--- src/rtl/switch_box_config_loader.sv ---
// Writer side of the fabric configuration scan chain: takes words from a
// valid/ready stream and shifts exactly CHAIN_LEN bits, LSB first, into the chain.
module switch_box_config_loader #(
  parameter int WORD_W    = 8,
  parameter int CHAIN_LEN = 64,
  parameter int CNT_W     = $clog2(CHAIN_LEN + 1)
) (
  input  logic             clk,
  input  logic             rst_n,
  input  logic             start,
  input  logic [WORD_W-1:0] s_data,
  input  logic             s_valid,
  output logic             s_ready,
  output logic             cfg_out,
  output logic             cfg_en,
  output logic             cfg_busy,
  output logic             cfg_done,
  output logic [CNT_W-1:0] bits_sent
);

  localparam logic [1:0] ST_IDLE  = 2'd0;
  localparam logic [1:0] ST_LOAD  = 2'd1;
  localparam logic [1:0] ST_SHIFT = 2'd2;
  localparam logic [1:0] ST_DONE  = 2'd3;

  localparam logic [CNT_W-1:0] CHAIN_LEN_C = CNT_W'(CHAIN_LEN);
  localparam logic [CNT_W-1:0] ONE_C       = CNT_W'(1);
  localparam logic [CNT_W-1:0] ZERO_C      = CNT_W'(0);

  // Bits to take from the next word; trims the final partial word so the
  // chain never sees more than CHAIN_LEN bits.
  function automatic logic [CNT_W-1:0] calc_nbits(input logic [CNT_W-1:0] sent);
    logic [31:0] remain;
    remain = 32'(CHAIN_LEN) - 32'(sent);
    if (remain < 32'(WORD_W)) begin
      calc_nbits = CNT_W'(remain);
    end else begin
      calc_nbits = CNT_W'(WORD_W);
    end
  endfunction

  logic [1:0]        state_r;
  logic [1:0]        state_nxt_s;
  logic [WORD_W-1:0] shreg_r;
  logic [WORD_W-1:0] shreg_nxt_s;
  logic [CNT_W-1:0]  bits_sent_r;
  logic [CNT_W-1:0]  sent_nxt_s;
  logic [CNT_W-1:0]  wcnt_r;
  logic [CNT_W-1:0]  wcnt_nxt_s;
  logic [CNT_W-1:0]  nbits_r;
  logic [CNT_W-1:0]  nbits_nxt_s;
  logic              s_ready_r;
  logic              cfg_out_r;
  logic              cfg_en_r;
  logic              cfg_busy_r;
  logic              cfg_done_r;

  // Next-state and datapath update for the load sequencer.
  always_comb begin
    state_nxt_s = state_r;
    shreg_nxt_s = shreg_r;
    sent_nxt_s  = bits_sent_r;
    wcnt_nxt_s  = wcnt_r;
    nbits_nxt_s = nbits_r;
    case (state_r)
      ST_IDLE, ST_DONE: begin
        if (start) begin
          state_nxt_s = ST_LOAD;
          sent_nxt_s  = ZERO_C;
        end else begin
          state_nxt_s = state_r;
        end
      end
      ST_LOAD: begin
        if (s_valid && s_ready_r) begin
          state_nxt_s = ST_SHIFT;
          shreg_nxt_s = s_data;
          nbits_nxt_s = calc_nbits(bits_sent_r);
          wcnt_nxt_s  = ZERO_C;
        end else begin
          state_nxt_s = ST_LOAD;
        end
      end
      ST_SHIFT: begin
        shreg_nxt_s = {1'b0, shreg_r[WORD_W-1:1]};
        sent_nxt_s  = bits_sent_r + ONE_C;
        wcnt_nxt_s  = wcnt_r + ONE_C;
        // Last bit of this word leaves on this edge
        if (wcnt_r == (nbits_r - ONE_C)) begin
          if ((bits_sent_r + ONE_C) == CHAIN_LEN_C) begin
            state_nxt_s = ST_DONE;
          end else begin
            state_nxt_s = ST_LOAD;
          end
        end else begin
          state_nxt_s = ST_SHIFT;
        end
      end
      default: begin
        state_nxt_s = ST_IDLE;
      end
    endcase
  end

  // State, counters and registered outputs derived from the next state.
  always_ff @(posedge clk or negedge rst_n) begin
    if (!rst_n) begin
      state_r     <= ST_IDLE;
      shreg_r     <= {WORD_W{1'b0}};
      bits_sent_r <= ZERO_C;
      wcnt_r      <= ZERO_C;
      nbits_r     <= ZERO_C;
      s_ready_r   <= 1'b0;
      cfg_out_r   <= 1'b0;
      cfg_en_r    <= 1'b0;
      cfg_busy_r  <= 1'b0;
      cfg_done_r  <= 1'b0;
    end else begin
      state_r     <= state_nxt_s;
      shreg_r     <= shreg_nxt_s;
      bits_sent_r <= sent_nxt_s;
      wcnt_r      <= wcnt_nxt_s;
      nbits_r     <= nbits_nxt_s;
      s_ready_r   <= (state_nxt_s == ST_LOAD);
      cfg_en_r    <= (state_nxt_s == ST_SHIFT);
      // Gate the serial bit so stale shift-register contents never leak out
      cfg_out_r   <= (state_nxt_s == ST_SHIFT) ? shreg_nxt_s[0] : 1'b0;
      cfg_busy_r  <= (state_nxt_s == ST_LOAD) || (state_nxt_s == ST_SHIFT);
      cfg_done_r  <= (state_nxt_s == ST_DONE);
    end
  end

  assign s_ready   = s_ready_r;
  assign cfg_out   = cfg_out_r;
  assign cfg_en    = cfg_en_r;
  assign cfg_busy  = cfg_busy_r;
  assign cfg_done  = cfg_done_r;
  assign bits_sent = bits_sent_r;

endmodule
--- config.mk ---
export PLATFORM = sky130hd
export DESIGN_NAME = switch_box_config_loader
export DESIGN_NICKNAME = d
export VERILOG_FILES = /design/src/rtl/switch_box_config_loader.sv
export SDC_FILE = /design/constraint.sdc
export NUM_CORES = 1
export LEC_CHECK = 0
export CORE_MARGIN = 2
export CORE_UTILIZATION = 50
export CTS_CLUSTER_SIZE = 14
export DETAILED_ROUTE_END_ITERATION = 16
export PLACE_DENSITY = 0.86
export SKIP_LAST_GASP = 1
export SLEW_MARGIN = 20
export SYNTH_ARGS = -nofsm -noshare
export SYNTH_HDL_FRONTEND = slang
export SYNTH_SLANG_ARGS = --single-unit
--- constraint.sdc ---
create_clock -name clk -period 2.1 [get_ports clk]
set_clock_uncertainty 0.15 [all_clocks]
set_input_delay 0.315 -clock clk [delete_from_list [all_inputs] [get_ports clk]]
set_output_delay 0.315 -clock clk [all_outputs]
set_load 0.02 [all_outputs]
==> metrics.md, run 1 <==
| Metric | Value |
|---|---|
| Number of CTS-inserted buffers | 5 |
| Max_cap viols | 0 |
| Initial Util | 0.517 |
| Core box area | between 0.004 and 0.005 mm2 |
| WL/cell | 18.8 um |
| Period Utilization, post-route | 1.08 |
| Crit. End Element | register |
| Syn Inst Count | between 200 and 250 |
| Area grow syn2layout | 40.0% |
| Remaining antenna violation count | 0 |
| Final core occ | 0.724 |
| Multi-input gate area | approximately 0.0012 mm2 |
| #FFs+latches synth | 36 |
| CTS tree | done |
| Main synth FF type | dfrtp_1 |
| I/O Pins | 24 |
| Drt pass-1 iters | 4 |
| Global-route wire length before repair | a little over 9 mm |
| Yosys top cell area share | 0.435 |
| Filler instances | approximately 250 |
| Root Driver | clkbuf_8 |
| Worst slew margin | 0.670 |
| Vias/cell | about 6.1 |
| R2R cell count | 8 |
| Pwr dens | 1320 mW/mm2 |
| Most common cell in the netlist | dfrtp_1 |
| Vias in the first global route | 1924 |
| # port buffers | 23 |
| Top cells by area, synth | dfrtp_1, a22o_1, ha_1 |
| Final setup margin | -163 ps |
| EDFF count, synth | 0 |
| Net count after synthesis | 233 |
| Final Hold Fails | 0 |
| Die H | 68.3 um |
| Initial antenna violation count | 0 |
| Max Buffers Root-to-Sink | 2 |
| Finished Cell Area | 0.00290 mm2 |
| Tot Pwr | 3.82 mW |
| Clock transition at path regs | 80 ps |
| Asr flop ratio synth | 1.00 |
| RSZ-0062 raised after global routing | true |
| GRT Util Overall | 0.263 |
| DRC viols | 0 |
| Leak Pwr | 1.28 nW |
| Worst Path Arrival | 2300 ps |
| Row Count | 23 |
| Iteration-0 DRC Markers | 115 |
| WL final | 6.06 mm |
| Final setup vio count | 6 |
| Worst Hold Class | in2async |
| Fin crit period | 2260 ps |
| Share of layout cells above drive strength 1 | 0.287 |
| Storage element area | 906 um2 |
| Worst skew pair latency | approximately 300 ps |
| Clock sinks | 36 |
| Die area | ~0.0047 mm2 |
| Cell area after placement | approximately 0.0026 mm2 |
| Worst Tran Pin Value | just under 500 ps |
| Synth area leader | dfrtp_1 |
| Synthesized area | 0.00207 mm2 |
| Die width | 68.3 um |
| CTS Hold Bufs | 0 |
| Worst vdd ir | 1200 uV |
| CTS H-tree depth | 2 |
| CP startpoint kind | register |
| Antenna Cells | 0 |
| Final HPWL DP | ~3.7 mm |
| Via count | 1965 |
| Sequential area share after synthesis | 0.435 |
| Status | finished, violations left |
| Max Fanout on Critical Path | 4 |
| Critical path start-end classification | reg2reg |
| Netlist cell types | 44 |
| Failing checks | setup timing |
| CP required | 2140 ps |
| Synth warnings | 0 |
| Pins Over Slew Limit | 0 |
| Fin nets | 292 |
| Synth Area per Inst | a little under 10 um2 |
| Gpl congestion | between 0.8 and 0.9 |
| Maximum clock rate | 442 MHz |
| Largest net degree at the start of global routing | 37 |
| GRT Residual Overflow | 0 |
| Top post-synthesis cells by count | dfrtp_1, a22o_1, nand2_1, nand3_1, nor2_1 |
placed cells by master, fill, tap and decap left out, types with 3 or more instances in the layout:
cell type        instances
buf_4                   36
a22o_1                  14
clkdlybuf4s50_1         23
o221ai_1                 4
a21oi_1                  6
nand3_1                 13
clkbuf_8                 5
dfrtp_2                  4
xnor2_1                  5
nand2_1                 13
nor2_1                  13
and2_1                   4
o21ai_1                  3
dfrtp_1                 32
inv_1                    5
inv_2                    5
o21ai_0                 10
ha_1                     4
o31a_1                   3
nor3_1                   3
nand2b_1                 5
mux2i_1                  4
nand4_1                  3
ha_4                     4
xor2_1                   9
a22oi_1                  3
cells by family (layout without fill, tap and decap cells):
kind of cell,after synthesis,in the layout,synth area share
AO/OA/AOI/OAI,56,56,0.199
XOR/XNOR,15,15,0.0635
adder cells (fa/ha/maj),9,9,0.0544
buffers and inverters,20,80,0.0429
flip-flops,36,36,0.435
multiplexers,4,4,0.0193
AND/OR/NAND/NOR,72,72,0.186
through the flow:
step	setup WS, ps	hold slack, ps	std cells	TNS, ps
6_report	-163	225	322	-577
5_1_grt	-209	244	322	-871
4_1_cts	-78.1	255	320	-200
3_5_place_dp	-130	341	309	-651
3_3_place_gp	-63.8	335	309	-157
2_1_floorplan	-43.7	-131	212	-69.5
what timing repair did:
action | 4_1_cts | 5_1_grt
gates resized for setup | 6 | 24
endpoints found under the setup margin | 5 | 10
setup buffers | 3 | 2
pin swaps | 1 | 4
worst max-delay path, cell delays in order, from the launching register on:
cell and delay [ps]:
dfrtp_2 450, ha_4 180, and3_4 190, nand2_4 80, o22ai_4 80, or3_4 340
o31a_1 360, ha_4 190, and2_4 130
worst paths after layout:
path	slack, ps	start	endpoint
worst min-delay path	230	rst_n	bits_sent[1]
worst max register to register	-160	bits_sent[1]	cfg_out
worst max-delay path	-160	bits_sent[1]	cfg_out
max in group asynchronous	1360	rst_n	bits_sent[0]
worst min register to register	370	nbits_r[6]	nbits_r[6]
min in group clk	370	nbits_r[6]	nbits_r[6]
cell type report:
type / instances / share of cell area
clock buffers: 6 / 0.0250
clock inverters: 2 / 0.0121
inverters: 10 / 0.0130
multi-input cells: 156 / 0.425
flip-flops and latches: 36 / 0.313
well taps: 50 / 0.0216
repair buffers: 62 / 0.190
layer usage:
layer | global-route usage | vias up | routed length (um)
met4 | 0.0850 | 0 | 140
met1 | 0.328 | 985 | 2390
li1 | - | 894 | -
met3 | 0.0625 | 17 | 271
met5 | 0 | - | 0
met2 | 0.448 | 69 | 3260
report_power, final:
part,internal [mW],leakage [nW],switching [mW]
sequential,0.872,0.478,0.153
clock,0.352,0.0552,0.266
combinational,0.998,0.745,1.18
total,2.22,1.28,1.60
flip-flops by register name (all words and copies together), names as in the netlist:
name       count
cfg_en         1
cfg_out        1
shreg_r        8
s_ready        1
nbits_r        7
cfg_busy       1
wcnt_r         7
state_r        2
bits_sent      7
cfg_done       1
Note: power is estimated with default switching activity, not from simulation.
==> run 2: changes to the inputs <==
--- a/config.mk
+++ b/config.mk
@@ -6,10 +6,10 @@
 export NUM_CORES = 1
 export LEC_CHECK = 0
 export CORE_MARGIN = 2
-export CORE_UTILIZATION = 50
+export CORE_UTILIZATION = 45
 export CTS_CLUSTER_SIZE = 14
 export DETAILED_ROUTE_END_ITERATION = 16
-export PLACE_DENSITY = 0.86
+export PLACE_DENSITY = 0.8
 export SKIP_LAST_GASP = 1
 export SLEW_MARGIN = 20
 export SYNTH_ARGS = -nofsm -noshare
==> run 2 against run 1 <==
Against the previous run:
- first-iteration DRC count is 24% lower
- design area is 3.4% lower
- critical path type unchanged
- fmax is 2.9% higher
- largest power group unchanged
- sequential share of layout area is 1.0 points higher
- cell count is 0.31% lower
- core utilization is 8.6 points lower
- the flow still finishes with violations (setup timing)
- combinational power is 12% lower
- critical path depth stayed put
==> metrics.md, run 2 (synthesis results as in run 1) <==
| Metric | Value |
|---|---|
| Final setup margin | -98.5 ps (was -163 ps) |
| Core box area | 0.00438 mm2 (was 0.00400 mm2) |
| Root Driver | clkbuf_8 (unchanged) |
| Row Count | 24 (was 23) |
| Vias/cell | 5.76 (was 6.10) |
| Max Buffers Root-to-Sink | 2 (unchanged) |
| GRT Residual Overflow | 0 (unchanged) |
| CTS tree | done (unchanged) |
| # port buffers | 23 (unchanged) |
| Pwr dens | 1270 mW/mm2 (was 1320 mW/mm2) |
| Antenna Cells | 0 (unchanged) |
| Most frequent cells in the layout | buf_4, dfrtp_1, clkdlybuf4s50_1 (was buf_4, dfrtp_1, clkdlybuf4s50_1, a22o_1) |
| Crit. End Element | register (unchanged) |
| Finished Cell Area | 0.00280 mm2 (was 0.00290 mm2) |
| Storage element area | 903 um2 (was 906 um2) |
| Fin crit period | 2200 ps (was 2260 ps) |
| Remaining antenna violation count | 0 (unchanged) |
| Critical path endpoint | cfg_out (unchanged) |
| Failing checks | setup timing (unchanged) |
| RR Startpoint | bits_sent[1] (unchanged) |
| Sw Pwr | 1.42 mW (was 1.60 mW) |
| Power Internal | 2.13 mW (was 2.22 mW) |
| Combinational power share | 0.542 (was 0.570) |
| WL final | 5.02 mm (was 6.06 mm) |
| Critical path start-end classification | reg2reg (unchanged) |
| Iteration-0 DRC Markers | 87 (was 115) |
| Max Fanout on Critical Path | 4 (unchanged) |
| Final setup vio count | 3 (was 6) |
| Final HPWL DP | 3.56 mm (was 3.72 mm) |
| Pins Over Slew Limit | 0 (unchanged) |
| Net Sw Frac | 0.401 (was 0.419) |
| Via count | 1850 (was 1965) |
| WL/cell | 15.6 um (was 18.8 um) |
| Fin Hold WS | 152 ps (was 225 ps) |
| Commonest non-fill, non-tap cell in the layout | buf_4 (unchanged) |
| Worst Hold Class | in2async (unchanged) |
| R2R cell count | 8 (unchanged) |
| RSZ-0062 raised after global routing | true (unchanged) |
| Clock transition at path regs | 80 ps (about the same) |
| Initial antenna violation count | 0 (unchanged) |
| Tot Pwr | 3.55 mW (was 3.82 mW) |
| Die H | 71.8 um (was 68.3 um) |
| Share of layout cells above drive strength 1 | 0.253 (was 0.287) |
| Leak Pwr | 1.24 nW (was 1.28 nW) |
| Die width | 71.8 um (was 68.3 um) |
| Sequential share of power | 0.287 (was 0.268) |
| Gpl congestion | 0.852 (about the same) |
| Vias in the first global route | 1830 (was 1924) |
| Drt pass-1 iters | 4 (unchanged) |
| Worst Path Arrival | 2230 ps (was 2300 ps) |
| Filler instances | 329 (was 253) |
| Maximum clock rate | 455 MHz (was 442 MHz) |
| Largest net degree at the start of global routing | 18 (was 37) |
| RR Endpoint | cfg_out (unchanged) |
| I/O Pins | 24 (unchanged) |
| R2r setup slk | -100 ps (was -160 ps) |
| Fin nets | 289 (was 292) |
| Period Utilization, post-route | 1.05 (was 1.08) |
| Status | finished, violations left (unchanged) |
| Worst slew margin | 0.701 (was 0.670) |
| Worst Tran Pin Value | 447 ps (was 494 ps) |
| Cell area after placement | 0.00259 mm2 (was 0.00261 mm2) |
| Crit path launch | bits_sent[1] (unchanged) |
| Clock power frac | 0.172 (was 0.162) |
| CP startpoint kind | register (unchanged) |
| DRC viols | 0 (unchanged) |
| Worst skew pair latency | 290 ps (was 300 ps) |
| CP required | 2130 ps (was 2140 ps) |
| Max FFs per register | 8 (unchanged) |
| Global-route wire length before repair | 8.33 mm (was 9.14 mm) |
| GRT Util Overall | 0.209 (was 0.263) |
| Final Hold Fails | 0 (unchanged) |
| CTS H-tree depth | 2 (unchanged) |
| Area grow syn2layout | 35.2% (was 40.0%) |
| Largest reg by FF count | shreg_r (unchanged) |
| Max_cap viols | 0 (unchanged) |
| Clock sinks | 36 (unchanged) |
| Die area | 0.00516 mm2 (was 0.00467 mm2) |
| Worst vdd ir | 1010 uV (was 1200 uV) |
| Initial Util | 0.472 (was 0.517) |
| Multi-input gate area | 0.00117 mm2 (was 0.00123 mm2) |
| Number of CTS-inserted buffers | 5 (unchanged) |
[run 2: changes by cell type in the layout (fill, tap and decap cells not counted), sizes merged]
cell	change
buf	-3
clkbuf	-1
clkinvlp	+1
[run 2: cell type report]
cell class	instances	share of cell area
Multi-Input combinational cell	156	0.418
Clock inverter	3	0.0152
Tap cell	52	0.0232
Timing Repair Buffer	59	0.183
Sequential cell	36	0.323
Inverter	10	0.0134
Clock buffer	5	0.0246
[run 2: routing by layer]
metal / vias to the layer above / GRT usage / routed length [um]
met3: 8 / 0.0492 / 145
met2: 37 / 0.361 / 2600
met5: - / 0 / 0
met1: 924 / 0.250 / 2200
li1: 881 / - / -
met4: 0 / 0.0818 / 81
[run 2: power groups by stage]
stage / Combinational, mW / Clock (mW) / Sequential, mW
finish: 1.92 / 0.609 / 1.02
global route: 2.10 / 0.652 / 1.04
CTS: 1.77 / 0.623 / 1.01
detailed placement: 1.71 / 0 / 1.02
global placement: 1.64 / 0 / 1.02
floorplan: 0.939 / 0 / 1.08
[run 2: timing repair]
action,4_1_cts,5_1_grt
pin swaps,0,5
endpoints found under the hold margin,0,0
resized for setup,3,13
setup endpoints to repair,3,7
setup buffers,3,1
hold buffers,0,0
[run 2: stage by stage]
step | setup slack, ps | TNS [ps] | cells | utilization
final | -98.5 | -291 | 321 | 0.638
after global routing | -136 | -452 | 321 | 0.638
after CTS | -32.8 | -60.0 | 320 | 0.625
after detailed placement | -94.8 | -286 | 309 | 0.590
after global placement | -66.9 | -167 | 309 | 0.590
after floorplan | -43.7 | -69.5 | 212 | -
[run 2: worst min-delay path by stage]
| stage | to | slack [ps] | cells after the start |
|---|---|---|---|
| floorplan | bits_sent[0] | -130 | 0 |
| global placement | shreg_r[7] | 330 | 1 |
| detailed placement | shreg_r[2] | 350 | 1 |
| CTS | bits_sent[4] | 150 | 1 |
| global route | bits_sent[4] | 170 | 1 |
| finish | bits_sent[4] | 150 | 1 |
[run 2: critical path: stages (launching register included)]
cell and delay (ps):
dfrtp_2 440, ha_4 170, and3_4 190, nand2_4 60, o22ai_2 70, or3_4 370
o31a_1 340, ha_4 180, and2_4 120
